**src/rtl/pipe_ctrl_if.sv**
```systemverilog
// Pipeline control bus: hazard inputs, stall/flush requests and stall/flush outputs.
interface pipe_ctrl_if;
  localparam int unsigned RA_W = 5;
  localparam int unsigned ST_W = 3;

  logic [RA_W-1:0] id_rs;
  logic [RA_W-1:0] id_rt;
  logic            id_uses_rt;
  logic            ex_is_load;
  logic [RA_W-1:0] ex_rd;
  logic            ex_rf_we;
  logic            div_req;
  logic            mem_req;
  logic            mem_data_ok;
  logic            exc_valid;
  logic            hazard_stall;
  logic            exe_stall;
  logic            if_stall;
  logic            int_flush;
  logic [ST_W-1:0] ctrl_state;

  modport master (
    output id_rs, id_rt, id_uses_rt, ex_is_load, ex_rd, ex_rf_we,
           div_req, mem_req, mem_data_ok, exc_valid,
    input  hazard_stall, exe_stall, if_stall, int_flush, ctrl_state
  );

  modport slave (
    input  id_rs, id_rt, id_uses_rt, ex_is_load, ex_rd, ex_rf_we,
           div_req, mem_req, mem_data_ok, exc_valid,
    output hazard_stall, exe_stall, if_stall, int_flush, ctrl_state
  );
endinterface

```
**src/rtl/pipe_ctrl.sv**
```systemverilog
// Pipeline stall/flush controller: load-use bubbles, SRAM wait, divide freeze, exception flush.
// Divide sequencing is built only when PIPE_CTRL_DIV_EN is defined.
module pipe_ctrl #(
  parameter int unsigned DIV_CYCLES = 33
) (
  input  logic        clk,
  input  logic        resetn,
  pipe_ctrl_if.slave  bus
);
  localparam int unsigned ST_W  = 3;
  localparam int unsigned CNT_W = 6;

  typedef enum logic [ST_W-1:0] {
    IDLE     = 3'd0,
    MEM_WAIT = 3'd1,
    DIV_BUSY = 3'd2,
    DIV_DONE = 3'd3,
    FLUSH    = 3'd4
  } state_e;

  state_e state_q, state_d;
  logic   pend_q, pend_d;
  logic   flush_q, flush_d;
  logic   exe_stall_c;
  logic   mem_miss_c;
  logic   ld_hit_c;
  logic   haz_c;

`ifdef PIPE_CTRL_DIV_EN
  localparam logic [CNT_W-1:0] CNT_LOAD = CNT_W'(DIV_CYCLES - 2);
  logic [CNT_W-1:0] cnt_q, cnt_d;

  always_ff @(posedge clk or negedge resetn) begin
    if (!resetn) cnt_q <= '0;
    else         cnt_q <= cnt_d;
  end
`else
  logic unused_div;
  assign unused_div = bus.div_req ^ (DIV_CYCLES == 0);
`endif

  // State, pending-exception flag and registered flush pulse
  always_ff @(posedge clk or negedge resetn) begin
    if (!resetn) begin
      state_q <= IDLE;
      pend_q  <= 1'b0;
      flush_q <= 1'b0;
    end else begin
      state_q <= state_d;
      pend_q  <= pend_d;
      flush_q <= flush_d;
    end
  end

  assign mem_miss_c = bus.mem_req & ~bus.mem_data_ok;

  // Next state and EX freeze
  always_comb begin
    state_d     = state_q;
    pend_d      = pend_q;
    exe_stall_c = 1'b0;
`ifdef PIPE_CTRL_DIV_EN
    cnt_d       = cnt_q;
`endif
    case (state_q)
      IDLE: begin
        if (bus.exc_valid) begin
          state_d = FLUSH;
        end else if (mem_miss_c) begin
          state_d     = MEM_WAIT;
          exe_stall_c = 1'b1;
        end
`ifdef PIPE_CTRL_DIV_EN
        else if (bus.div_req) begin
          state_d     = DIV_BUSY;
          cnt_d       = CNT_LOAD;
          exe_stall_c = 1'b1;
        end
`endif
      end
      // The bus access always completes; an exception is deferred until it does
      MEM_WAIT: begin
        exe_stall_c = ~bus.mem_data_ok;
        pend_d      = pend_q | bus.exc_valid;
        if (bus.mem_data_ok) state_d = (pend_q | bus.exc_valid) ? FLUSH : IDLE;
      end
`ifdef PIPE_CTRL_DIV_EN
      DIV_BUSY: begin
        exe_stall_c = 1'b1;
        if (bus.exc_valid) begin
          state_d = FLUSH;
          cnt_d   = '0;
        end else if (cnt_q == '0) begin
          state_d = DIV_DONE;
        end else begin
          cnt_d = cnt_q - CNT_W'(1);
        end
      end
      DIV_DONE: state_d = bus.exc_valid ? FLUSH : IDLE;
`endif
      FLUSH: begin
        pend_d  = 1'b0;
        state_d = IDLE;
      end
      default: state_d = IDLE;
    endcase
    flush_d = (state_d == FLUSH);
  end

  // Load-use hazard against the instruction in ID; r0 never hazards
  assign ld_hit_c = bus.ex_is_load & bus.ex_rf_we & (bus.ex_rd != 5'd0) &
                    ((bus.ex_rd == bus.id_rs) | (bus.id_uses_rt & (bus.ex_rd == bus.id_rt)));
  assign haz_c    = ld_hit_c & ~exe_stall_c & ~flush_q;

  assign bus.hazard_stall = haz_c;
  assign bus.exe_stall    = exe_stall_c;
  assign bus.if_stall     = haz_c | exe_stall_c;
  assign bus.int_flush    = flush_q;
  assign bus.ctrl_state   = state_q;
endmodule

```
**src/flat_wrapper.sv**
```systemverilog
// flat-port wrapper written by rule: the top's interface ports become plain ports
module pipe_ctrl_flat 
#(
  parameter int unsigned DIV_CYCLES = 33
)
  (clk, resetn, bus_id_rs, bus_id_rt, bus_id_uses_rt, bus_ex_is_load, bus_ex_rd, bus_ex_rf_we, bus_div_req, bus_mem_req, bus_mem_data_ok, bus_exc_valid, bus_hazard_stall, bus_exe_stall, bus_if_stall, bus_int_flush, bus_ctrl_state);
  pipe_ctrl_if bus_i ();
  input  logic clk;
  input  logic resetn;
  input wire logic [$bits(bus_i.id_rs)-1:0] bus_id_rs;
  input wire logic [$bits(bus_i.id_rt)-1:0] bus_id_rt;
  input wire logic [$bits(bus_i.id_uses_rt)-1:0] bus_id_uses_rt;
  input wire logic [$bits(bus_i.ex_is_load)-1:0] bus_ex_is_load;
  input wire logic [$bits(bus_i.ex_rd)-1:0] bus_ex_rd;
  input wire logic [$bits(bus_i.ex_rf_we)-1:0] bus_ex_rf_we;
  input wire logic [$bits(bus_i.div_req)-1:0] bus_div_req;
  input wire logic [$bits(bus_i.mem_req)-1:0] bus_mem_req;
  input wire logic [$bits(bus_i.mem_data_ok)-1:0] bus_mem_data_ok;
  input wire logic [$bits(bus_i.exc_valid)-1:0] bus_exc_valid;
  output wire logic [$bits(bus_i.hazard_stall)-1:0] bus_hazard_stall;
  output wire logic [$bits(bus_i.exe_stall)-1:0] bus_exe_stall;
  output wire logic [$bits(bus_i.if_stall)-1:0] bus_if_stall;
  output wire logic [$bits(bus_i.int_flush)-1:0] bus_int_flush;
  output wire logic [$bits(bus_i.ctrl_state)-1:0] bus_ctrl_state;
  assign bus_i.id_rs = bus_id_rs;
  assign bus_i.id_rt = bus_id_rt;
  assign bus_i.id_uses_rt = bus_id_uses_rt;
  assign bus_i.ex_is_load = bus_ex_is_load;
  assign bus_i.ex_rd = bus_ex_rd;
  assign bus_i.ex_rf_we = bus_ex_rf_we;
  assign bus_i.div_req = bus_div_req;
  assign bus_i.mem_req = bus_mem_req;
  assign bus_i.mem_data_ok = bus_mem_data_ok;
  assign bus_i.exc_valid = bus_exc_valid;
  assign bus_hazard_stall = bus_i.hazard_stall;
  assign bus_exe_stall = bus_i.exe_stall;
  assign bus_if_stall = bus_i.if_stall;
  assign bus_int_flush = bus_i.int_flush;
  assign bus_ctrl_state = bus_i.ctrl_state;
  pipe_ctrl #(.DIV_CYCLES(DIV_CYCLES)) u_core (.clk(clk), .resetn(resetn), .bus(bus_i));
endmodule
```
**config.mk**
```make
export PLATFORM = sky130hd
export DESIGN_NAME = pipe_ctrl_flat
export DESIGN_NICKNAME = d
export VERILOG_FILES = /design/src/rtl/pipe_ctrl_if.sv /design/src/rtl/pipe_ctrl.sv /design/src/flat_wrapper.sv
export SDC_FILE = /design/constraint.sdc
export NUM_CORES = 1
export LEC_CHECK = 0
export ABC_AREA = 1
export ABC_CLOCK_PERIOD_IN_PS = 2250
export BUFFER_PORTS_ARGS = -buffer_cell sky130_fd_sc_hd__buf_2
export CAP_MARGIN = 20
export CELL_PAD_IN_SITES_DETAIL_PLACEMENT = 1
export CELL_PAD_IN_SITES_GLOBAL_PLACEMENT = 1
export CORE_ASPECT_RATIO = 1.4
export CORE_MARGIN = 8
export CORE_UTILIZATION = 25
export DETAILED_ROUTE_END_ITERATION = 6
export GPL_TIMING_DRIVEN = 0
export PLACE_DENSITY = 0.83
export SETUP_SLACK_MARGIN = 0.1
export SYNTH_ARGS = -nofsm -noshare
export SYNTH_HDL_FRONTEND = slang
export SYNTH_SLANG_ARGS = --single-unit
```
**constraint.sdc**
```tcl
create_clock -name clk -period 2.25 [get_ports clk]
set_input_delay 0.5625 -clock clk [delete_from_list [all_inputs] [get_ports clk]]
set_output_delay 0.5625 -clock clk [all_outputs]
set_load 0.1 [all_outputs]
```
* After elaboration in Yosys (flattened, before gate mapping)
Cells that the tools add are included.
Word-level totals: flip-flop bits (word level) 5, output and inout port bits 7, logic and storage cells 33
Operators by class: eq/ne operators 5, mux-type cells 9, bitwise operators 13, reduce and logical (&&, ||, !) cells 3
Operators by type and width (count):
- 3-bit 2-to-1 mux | 4
- 5-bit equality test | 2
- 1-bit bitwise AND | 7
- 3-bit equality test (second input constant) | 2
- 3-bit one-hot mux with 2 select lines | 1
- 5-bit nonzero test | 1
- 1-bit one-hot mux with 2 select lines | 2
- 3-bit by 1-bit equality test with 1-bit output (second input constant) | 1
- 3-bit zero test | 1
- 1-bit NOT | 3
- 1-bit OR | 3
- 1-bit 2-to-1 mux | 2
- 2-bit nonzero test | 1

* Longest topological paths before layout
Gate-level depths: netlist of the first run.
word-level depth 9, gate-level depth with buffers 8

* Worst setup path after synthesis of the first run
Ideal clock, no wire load.
path kind register -> output, start point register u_core.state_q[2] (netlist: u_core.bus.ctrl_state[2]), end point output bus_if_stall, arrival time 2.166 ns, data required time 1.688 ns, setup slack -0.479 ns, cell stages (with the launch flop) 9, path buffers 0, cells stage by stage dfrtp_1 inv_1 nand2_1 nor2_2 nand2_2 nand2_2 nor2_2 nand2_2 nand2_1
Between the ends: longest elaborated chain between the ends 6, elaborated cells on any way between the ends 7, classes of those cells eq/ne (1); mux (1); bitwise (4); reduce/logical (1)
RTL lines:
- start: declaration | line pipe_ctrl.sv:21 | state_e state_q, state_d;
- start signal: assignment | line pipe_ctrl.sv:49 | state_q <= state_d;
- 3-bit by 1-bit equality test with 1-bit output or 3-bit zero test (tied branches) | line pipe_ctrl.sv:65 | case (state_q)
- 1-bit one-hot mux with 2 select lines * | line pipe_ctrl.sv:65
- 1-bit NOT | line pipe_ctrl.sv:113 | assign haz_c = ld_hit_c & ~exe_stall_c & ~flush_q;
- 1-bit bitwise AND (2 in series) | line pipe_ctrl.sv:113
- 1-bit OR * | line pipe_ctrl.sv:117 | assign bus.if_stall = haz_c | exe_stall_c;
- end: declaration | line flat_wrapper.sv:22 | output wire logic [$bits(bus_i.if_stall)-1:0] bus_if_stall;
Mark *: on every way between the ends. The rest lies on a longest branch, timed or not.

* Worst setup path after layout of the first run
start point register u_core.state_q[0] (netlist: u_core.bus.ctrl_state[0]), end point output bus_hazard_stall
Between the ends: longest elaborated chain between the ends 5, elaborated cells on any way between the ends 6, classes of those cells eq/ne (1); mux (1); bitwise (3); reduce/logical (1)
RTL lines:
- 3-bit by 1-bit equality test with 1-bit output or 3-bit zero test (tied branches) | line pipe_ctrl.sv:65
- 1-bit one-hot mux with 2 select lines * | line pipe_ctrl.sv:65
- 1-bit NOT * | line pipe_ctrl.sv:113
- 1-bit bitwise AND * (2 in series) | line pipe_ctrl.sv:113
- end: declaration | line flat_wrapper.sv:20 | output wire logic [$bits(bus_i.hazard_stall)-1:0] bus_hazard_stall;
Marked as above.

==> results of run 1 <==
[cells by family (layout without fill, tap and decap cells)]
kind of cell / after synthesis / after routing / share of synthesized area, %
xor gates and xnor gates: 1 / 1 / 1.918
buffers and inverters: 19 / 54 / 15.62
DFF: 5 / 5 / 27.40
and+or+nand+nor: 53 / 53 / 48.77
other: 1 / 1 / 0.8211
AOI/OAI and AO/OA: 5 / 5 / 5.479
[registers in the layout, summed over array words and instances, names as in the netlist]
signal	flops
u_core.bus.ctrl_state	3
u_core.pend_q	1
u_core.bus.int_flush	1
[final cells by class]
type	instances	area share, %
multi-input combinational	60	39.70
timing repair buffer	31	25.13
sequential	5	18.09
inverter	19	10.05
tap	20	3.350
clock buffer	3	3.015
clock inverter	1	0.6700
[power breakdown]
part / total (W) / leakage, nW / switching, W / internal, W
Combinational: 0.000133 / 0.383 / 0.0000896 / 0.0000431
Sequential: 0.000108 / 0.0588 / 0.00000785 / 0.0000998
Clock: 0.000107 / 0.0177 / 0.0000428 / 0.0000646
Total: 0.000348 / 0.460 / 0.000140 / 0.000208
[metal layers]
layer	global-route usage (%)	up-vias	wire length [um]
met3	2.895	3	133
met5	0	-	0
met1	7.545	273	517
met4	6.000	0	28
met2	17.17	28	884
li1	-	313	-
[path summary, 6_finish.rpt]
kind                                                 end  slack, ns
worst max-delay path                    bus_hazard_stall        0.1
worst min-delay path                       u_core.pend_q       0.12
worst max register to register  u_core.bus.ctrl_state[0]       1.15
worst min register to register             u_core.pend_q       0.55
max in group asynchronous       u_core.bus.ctrl_state[2]       1.97
min in group clk                           u_core.pend_q       0.55
[per-stage QoR]
stage	power (W)	instance area, um2	std cells	worst slack (ns)
detailed placement	0.0002306	645.6	133	0.02614
floorplan	0.0001887	475.5	84	0.1069
CTS	0.0003454	703.2	137	0.07729
global route	0.0003716	747.0	139	0.03056
global placement	0.0002265	645.6	133	0.04743
finish	0.0003479	747.0	139	0.09713
[critical path, stage by stage (launching register included)]
cell,delay (ns)
dfrtp_4,0.50
nor3_4,0.23
nand2_2,0.11
nand2_4,0.09
nor2_4,0.04
nand2_4,0.09
clkinvlp_4,0.10
buf_12,0.17
[cells in the final DEF, fill, tap and decap left out, types with 3 or more instances in the layout]
cell / netlist / routed
o21ai_1: 4 / 4
nand3_1: 3 / 3
buf_2: 0 / 26
clkbuf_4: 0 / 4
nand2_2: 3 / 5
inv_1: 13 / 11
nor2_1: 8 / 8
inv_2: 6 / 7
nand2_1: 35 / 31
[what timing repair did]
| action | CTS | global route |
|---|---|---|
| gates resized for setup | 8 | 8 |
| setup buffers | 0 | 2 |
| setup endpoints to repair | 3 | 3 |
| pin swaps | 4 | 6 |
==> results by group, run 1 <==
Outcome
  • Status: complete, no violations

Floorplan
  • IO Pins: 31
  • Core footprint: 0.001734 mm2
  • Die Y: 66.57 um
  • Initial core utilization: 26.33%
  • Row cnt: 18
  • Die W: 52.12 um
  • Die Area: 0.003470 mm2

Yosys
  • Synth area leader: nand2_1
  • EDFF count, synth: 0
  • Netlist Area Pre-Place: 456.7 um2
  • Most used DFF post-synth: dfrtp_1
  • Count of cell types in the netlist: 14
  • Ys async rst share: 100.0%
  • Count leader, synth: nand2_1
  • Syn avg cell area: 5.437 um2
  • Yosys top cell area share: 28.77%
  • Net Count, Synth: 108
  • Top post-synthesis cells by area: nand2_1 (29%), dfrtp_1 (27%), inv_1 (11%)
  • Number of synthesized register bits: 5
  • Sequential area share after synthesis: 27.40%
  • Synth cell count leaders: nand2_1 (35), inv_1 (13), nor2_1 (8), inv_2 (6), dfrtp_1 (5)
  • Synth warn: 0
  • Cells after Synth: 84

Route
  • Initial drt markers: 4
  • Vias: 617
  • DRT antenna net count: 0
  • Wire per inst: 11.25 um
  • Drt drc: 0
  • Routed Wire Length: 1564 um
  • Drt first pass iters: 2
  • Post-DR vias/cell: 4.439

Timing
  • Slew Viols, Final: 0
  • Period utilisation layout: 95.68%
  • Min cycle time layout: 2.153 ns
  • Final Skew: 0.006387 ns
  • RSZ-0062 raised after global routing: true
  • Setup TNS: 0 ns
  • Hold WS: 0.1163 ns
  • Final setup violation count: 0
  • Endpoints failing hold: 0
  • Max Clk Rate: 0.4645 GHz

Setup path
  • Origin of the critical flop-to-flop path: u_core.bus.ctrl_state[0]
  • Worst Setup SP: u_core.bus.ctrl_state[0]
  • Crit path kind: flip-flop to primary output
  • Data required, critical path: 1.69 ns
  • Crit path launch type: flip-flop
  • R2R cell count: 4
  • Worst setup EP type: primary output
  • Crit path DAT: 1.59 ns
  • Worst-path fanout max: 4

Flow run
  • Maxcap violations: 0

Placed design
  • Gpl congestion: 0.7874
  • Post-DP HPWL: 1381 um
  • Port Buffers: 29

GRT
  • Grt total ovfl: 0
  • Largest net degree at the start of global routing: 6
  • Vias in the first global route: 611
  • Total GRT Usage: 9.047%
  • First-pass GRT wire length: 2373 um
  • Initial antenna violation count: 0

Layout
  • # fillers: 254
  • NumNets Final: 144
  • Post-Route Utilization: 43.07%
  • FF/Latch Area: 135.1 um2
  • Area occupied by multi-input gates: 296.5 um2
  • Proportion of layout cells with a drive suffix above 1: 47.90%
  • Area delta synth->final: 63.56%
  • Diode count: 0

Power and ir drop
  • Peak VDD IR: 0.1610 mV
  • PD cells: 465.7 mW/mm2
  • Leakage power figure: 0.4596 nW

Clocking
  • Cts hold-fix bufs: 0
  • Clock H-tree levels: 1
  • Clk Latency, worst-skew pair: 0.25 ns
  • CTS Buf Count: 3
  • Root buf cell: clkbuf_4
  • TritonCTS clock tree: yes
  • Clock sinks: 5
  • Clock Tree Buf Depth: 2
  • Reg clk slew, reported paths: 0.05 ns

Min path
  • Worst hold path type: primary input to async pin
No activity file was read; power rests on OpenSTA's default activity.
==> run 2: changes to the inputs <==
--- a/config.mk
+++ b/config.mk
@@ -7,16 +7,15 @@
 export LEC_CHECK = 0
 export ABC_AREA = 1
 export ABC_CLOCK_PERIOD_IN_PS = 2250
-export BUFFER_PORTS_ARGS = -buffer_cell sky130_fd_sc_hd__buf_2
 export CAP_MARGIN = 20
 export CELL_PAD_IN_SITES_DETAIL_PLACEMENT = 1
 export CELL_PAD_IN_SITES_GLOBAL_PLACEMENT = 1
-export CORE_ASPECT_RATIO = 1.4
-export CORE_MARGIN = 8
-export CORE_UTILIZATION = 25
+export CORE_AREA = 8 8 45 47
 export DETAILED_ROUTE_END_ITERATION = 6
+export DIE_AREA = 0 0 53 55
+export DONT_BUFFER_PORTS = 1
 export GPL_TIMING_DRIVEN = 0
-export PLACE_DENSITY = 0.83
+export PLACE_DENSITY = 0.75
 export SETUP_SLACK_MARGIN = 0.1
 export SYNTH_ARGS = -nofsm -noshare
 export SYNTH_HDL_FRONTEND = slang
==> results by group, run 2 (same netlist as run 1, synthesis figures left out) <==
Power and ir drop
  • Peak VDD IR: 0.1921 mV (was 0.1610 mV)
  • Comb pwr share: 29.3% (was 38.2%)
  • Reg power frac: 39.6% (was 30.9%)
  • PD cells: 473.8 mW/mm2 (was 465.7 mW/mm2)
  • Clock share of power: 31.1% (was 30.9%)
  • Sw frac: 39.22% (was 40.34%)
  • Psw: 0.0001400 W (was 0.0001403 W)
  • Int Pwr: 0.0002169 W (was 0.0002075 W)
  • Leakage power figure: 0.4073 nW (was 0.4596 nW)

Timing
  • Final setup violation count: 2 (was 0)
  • Max Clk Rate: 0.4102 GHz (was 0.4645 GHz)
  • RSZ-0062 raised after global routing: true (unchanged)
  • Endpoints failing hold: 0 (unchanged)
  • PnR worst setup slack: -0.1878 ns (was 0.09713 ns)
  • Final Skew: 0.006211 ns (was 0.006387 ns)
  • Period utilisation layout: 108.3% (was 95.68%)
  • Min cycle time layout: 2.438 ns (was 2.153 ns)
  • Slew Viols, Final: 0 (unchanged)

Route
  • Post-DR vias/cell: 4.725 (was 4.439)
  • Routed Wire Length: 1683 um (was 1564 um)
  • Initial drt markers: 3 (was 4)
  • Drt drc: 0 (unchanged)
  • Vias: 567 (was 617)
  • Wire per inst: 14.03 um (was 11.25 um)
  • DRT antenna net count: 0 (unchanged)
  • Drt first pass iters: 3 (was 2)

GRT
  • Grt total ovfl: 0 (unchanged)
  • Met1 GRT Util: 9.466% (was 7.545%)
  • Total GRT Usage: 13.19% (was 9.047%)
  • Initial antenna violation count: 0 (unchanged)
  • Vias in the first global route: 624 (was 611)
  • Top Usage Layer GRT: met2 (unchanged)
  • Met3 Usage GRT: 5.348% (was 2.895%)
  • Met2 Usage GRT: 27.54% (was 17.17%)
  • First-pass GRT wire length: 2718 um (was 2373 um)
  • Largest net degree at the start of global routing: 6 (unchanged)

Setup path
  • Critical path's slowest cell: dfrtp_4 (unchanged)
  • Worst-path fanout max: 3 (was 4)
  • CP most frequent cell: nand2_2 (was nand2_4)
  • Origin of the critical flop-to-flop path: u_core.bus.ctrl_state[2] (was u_core.bus.ctrl_state[0])
  • Kind of cell adding the most delay to the critical path: flip-flops (was simple AND/OR/NAND/NOR gates)
  • Buf/Inv on CP: 2 (unchanged)
  • Worst reg-to-reg setup slack: 0.08 ns (was 1.15 ns)
  • Data required, critical path: 1.69 ns (about the same)
  • Crit path kind: flip-flop to primary output (unchanged)
  • Crit path DAT: 1.88 ns (was 1.59 ns)
  • Worst setup EP type: primary output (unchanged)
  • Ordered list of cells on the worst path: inv_4 -> nand2_4 -> nor2_4 -> nand2_2 -> nand2_2 -> nor2_2 -> nand2_2 -> clkinvlp_4 (was nor3_4 -> nand2_2 -> nand2_4 -> nor2_4 -> nand2_4 -> clkinvlp_4 -> buf_12)
  • Crit path launch type: flip-flop (unchanged)
  • Max incr delay on CP: 0.63 ns (was 0.50 ns)
  • Worst Setup SP: u_core.bus.ctrl_state[2] (was u_core.bus.ctrl_state[0])

Placed design
  • Placed inst area: 495.5 um2 (was 645.6 um2)
  • Port Buffers: 0 (was 29)
  • Gpl congestion: 0.6973 (was 0.7874)
  • Post-DP HPWL: 1204 um (was 1381 um)

Floorplan
  • Row cnt: 14 (was 18)
  • Die Y: 55 um (was 66.57 um)
  • Initial core utilization: 33.00% (was 26.33%)
  • Core footprint: 0.001384 mm2 (was 0.001734 mm2)
  • Die Area: 0.002915 mm2 (was 0.003470 mm2)
  • Die W: 53 um (was 52.12 um)
  • IO Pins: 31 (unchanged)

Layout
  • NumNets Final: 129 (was 144)
  • Highest-count cells in the layout ignoring fill and taps: nand2_1 (31), buf_6 (11), inv_1 (10) (was nand2_1 (31), buf_2 (26), inv_1 (11))
  • # fillers: 184 (was 254)
  • Area occupied by multi-input gates: 325.3 um2 (was 296.5 um2)
  • Area delta synth->final: 64.93% (was 63.56%)
  • Proportion of layout cells with a drive suffix above 1: 40.38% (was 47.90%)
  • Commonest non-fill, non-tap cell in the layout: nand2_1 (unchanged)
  • Post-Route Utilization: 54.43% (was 43.07%)
  • Final instance area: 753.2 um2 (was 747.0 um2)
  • FF/Latch Area: 137.6 um2 (was 135.1 um2)
  • Diode count: 0 (unchanged)
  • Largest register FFs: 3 (unchanged)

Clocking
  • Root buf cell: clkbuf_4 (unchanged)
  • Clock H-tree levels: 1 (unchanged)
  • Clk Latency, worst-skew pair: 0.25 ns (about the same)
  • TritonCTS clock tree: yes (unchanged)
  • CTS Buf Count: 3 (unchanged)
  • Clock sinks: 5 (unchanged)
  • Reg clk slew, reported paths: 0.05 ns (about the same)
  • Clock Tree Buf Depth: 2 (unchanged)

Outcome
  • Status: complete, but fails checks (was complete, no violations)
  • Failing checks: negative setup slack

Min path
  • Min-delay src: bus_exc_valid
  • Worst hold path type: primary input to flip-flop (was primary input to async pin)

Flow run
  • Maxcap violations: 0 (unchanged)
-- run 2: final cells by class --
type	instances	area share, %
clock buffers	4	3.488
inverters	19	10.63
multi-input cells	60	43.19
flip-flops and latches	5	18.27
well taps	16	2.658
repair buffers	16	21.76
-- run 2: timing repair --
action	4_1_cts	5_1_grt
resized for setup	12	16
setup endpoints to repair	3	4
pin swaps	7	10
hold endpoints to repair	0	5
hold buffers	0	1
buffers inserted	16	4
-- run 2: worst paths after layout --
check                                           endpoint  cells past startpoint
worst max-delay path                    bus_hazard_stall                      8
worst min-delay path            u_core.bus.ctrl_state[2]                      2
worst max register to register             u_core.pend_q                     13
worst min register to register             u_core.pend_q                      2
max in group asynchronous       u_core.bus.ctrl_state[1]                      1
min in group asynchronous       u_core.bus.ctrl_state[0]                      1
-- run 2: worst reg2reg max path: cells and delay by family (launching register included) --
family | cells | cell delay, ns
buffers and inverters | 11 | 1.13
and+or+nand+nor | 1 | 0.17
DFF | 1 | 0.64
AOI/OAI and AO/OA | 1 | 0.10
-- run 2: stage by stage --
step | power [W] | hold slack, ns | setup TNS (ns) | std cells | setup WS (ns)
5_1_grt | 0.0003794 | 0.5064 | -0.4843 | 120 | -0.2710
6_report | 0.0003569 | 0.4801 | -0.3095 | 120 | -0.1878
2_1_floorplan | 0.0001887 | 0.2669 | 0 | 84 | 0.1069
3_5_place_dp | 0.0001997 | 0.2671 | -0.02257 | 100 | -0.02257
4_1_cts | 0.0003343 | 0.01397 | -0.4376 | 120 | -0.1988
3_3_place_gp | 0.0001967 | 0.2671 | 0 | 100 | 0.02213
-- run 2: power groups by stage --
stage | Clock [W] | Sequential [W] | Combinational (W)
6_report | 0.000111 | 0.000141 | 0.000105
5_1_grt | 0.000121 | 0.000142 | 0.000116
4_1_cts | 0.000104 | 0.000140 | 0.0000907
3_5_place_dp | 0 | 0.000139 | 0.0000609
3_3_place_gp | 0 | 0.000138 | 0.0000584
2_1_floorplan | 0 | 0.000136 | 0.0000525
-- run 2: layer usage --
layer	up-vias	share of wire (%)	routed length [um]
met1	262	29	491
met4	0	1.8	31
met3	5	10	175
met5	-	0	0
met2	19	58	984
li1	281	-	-
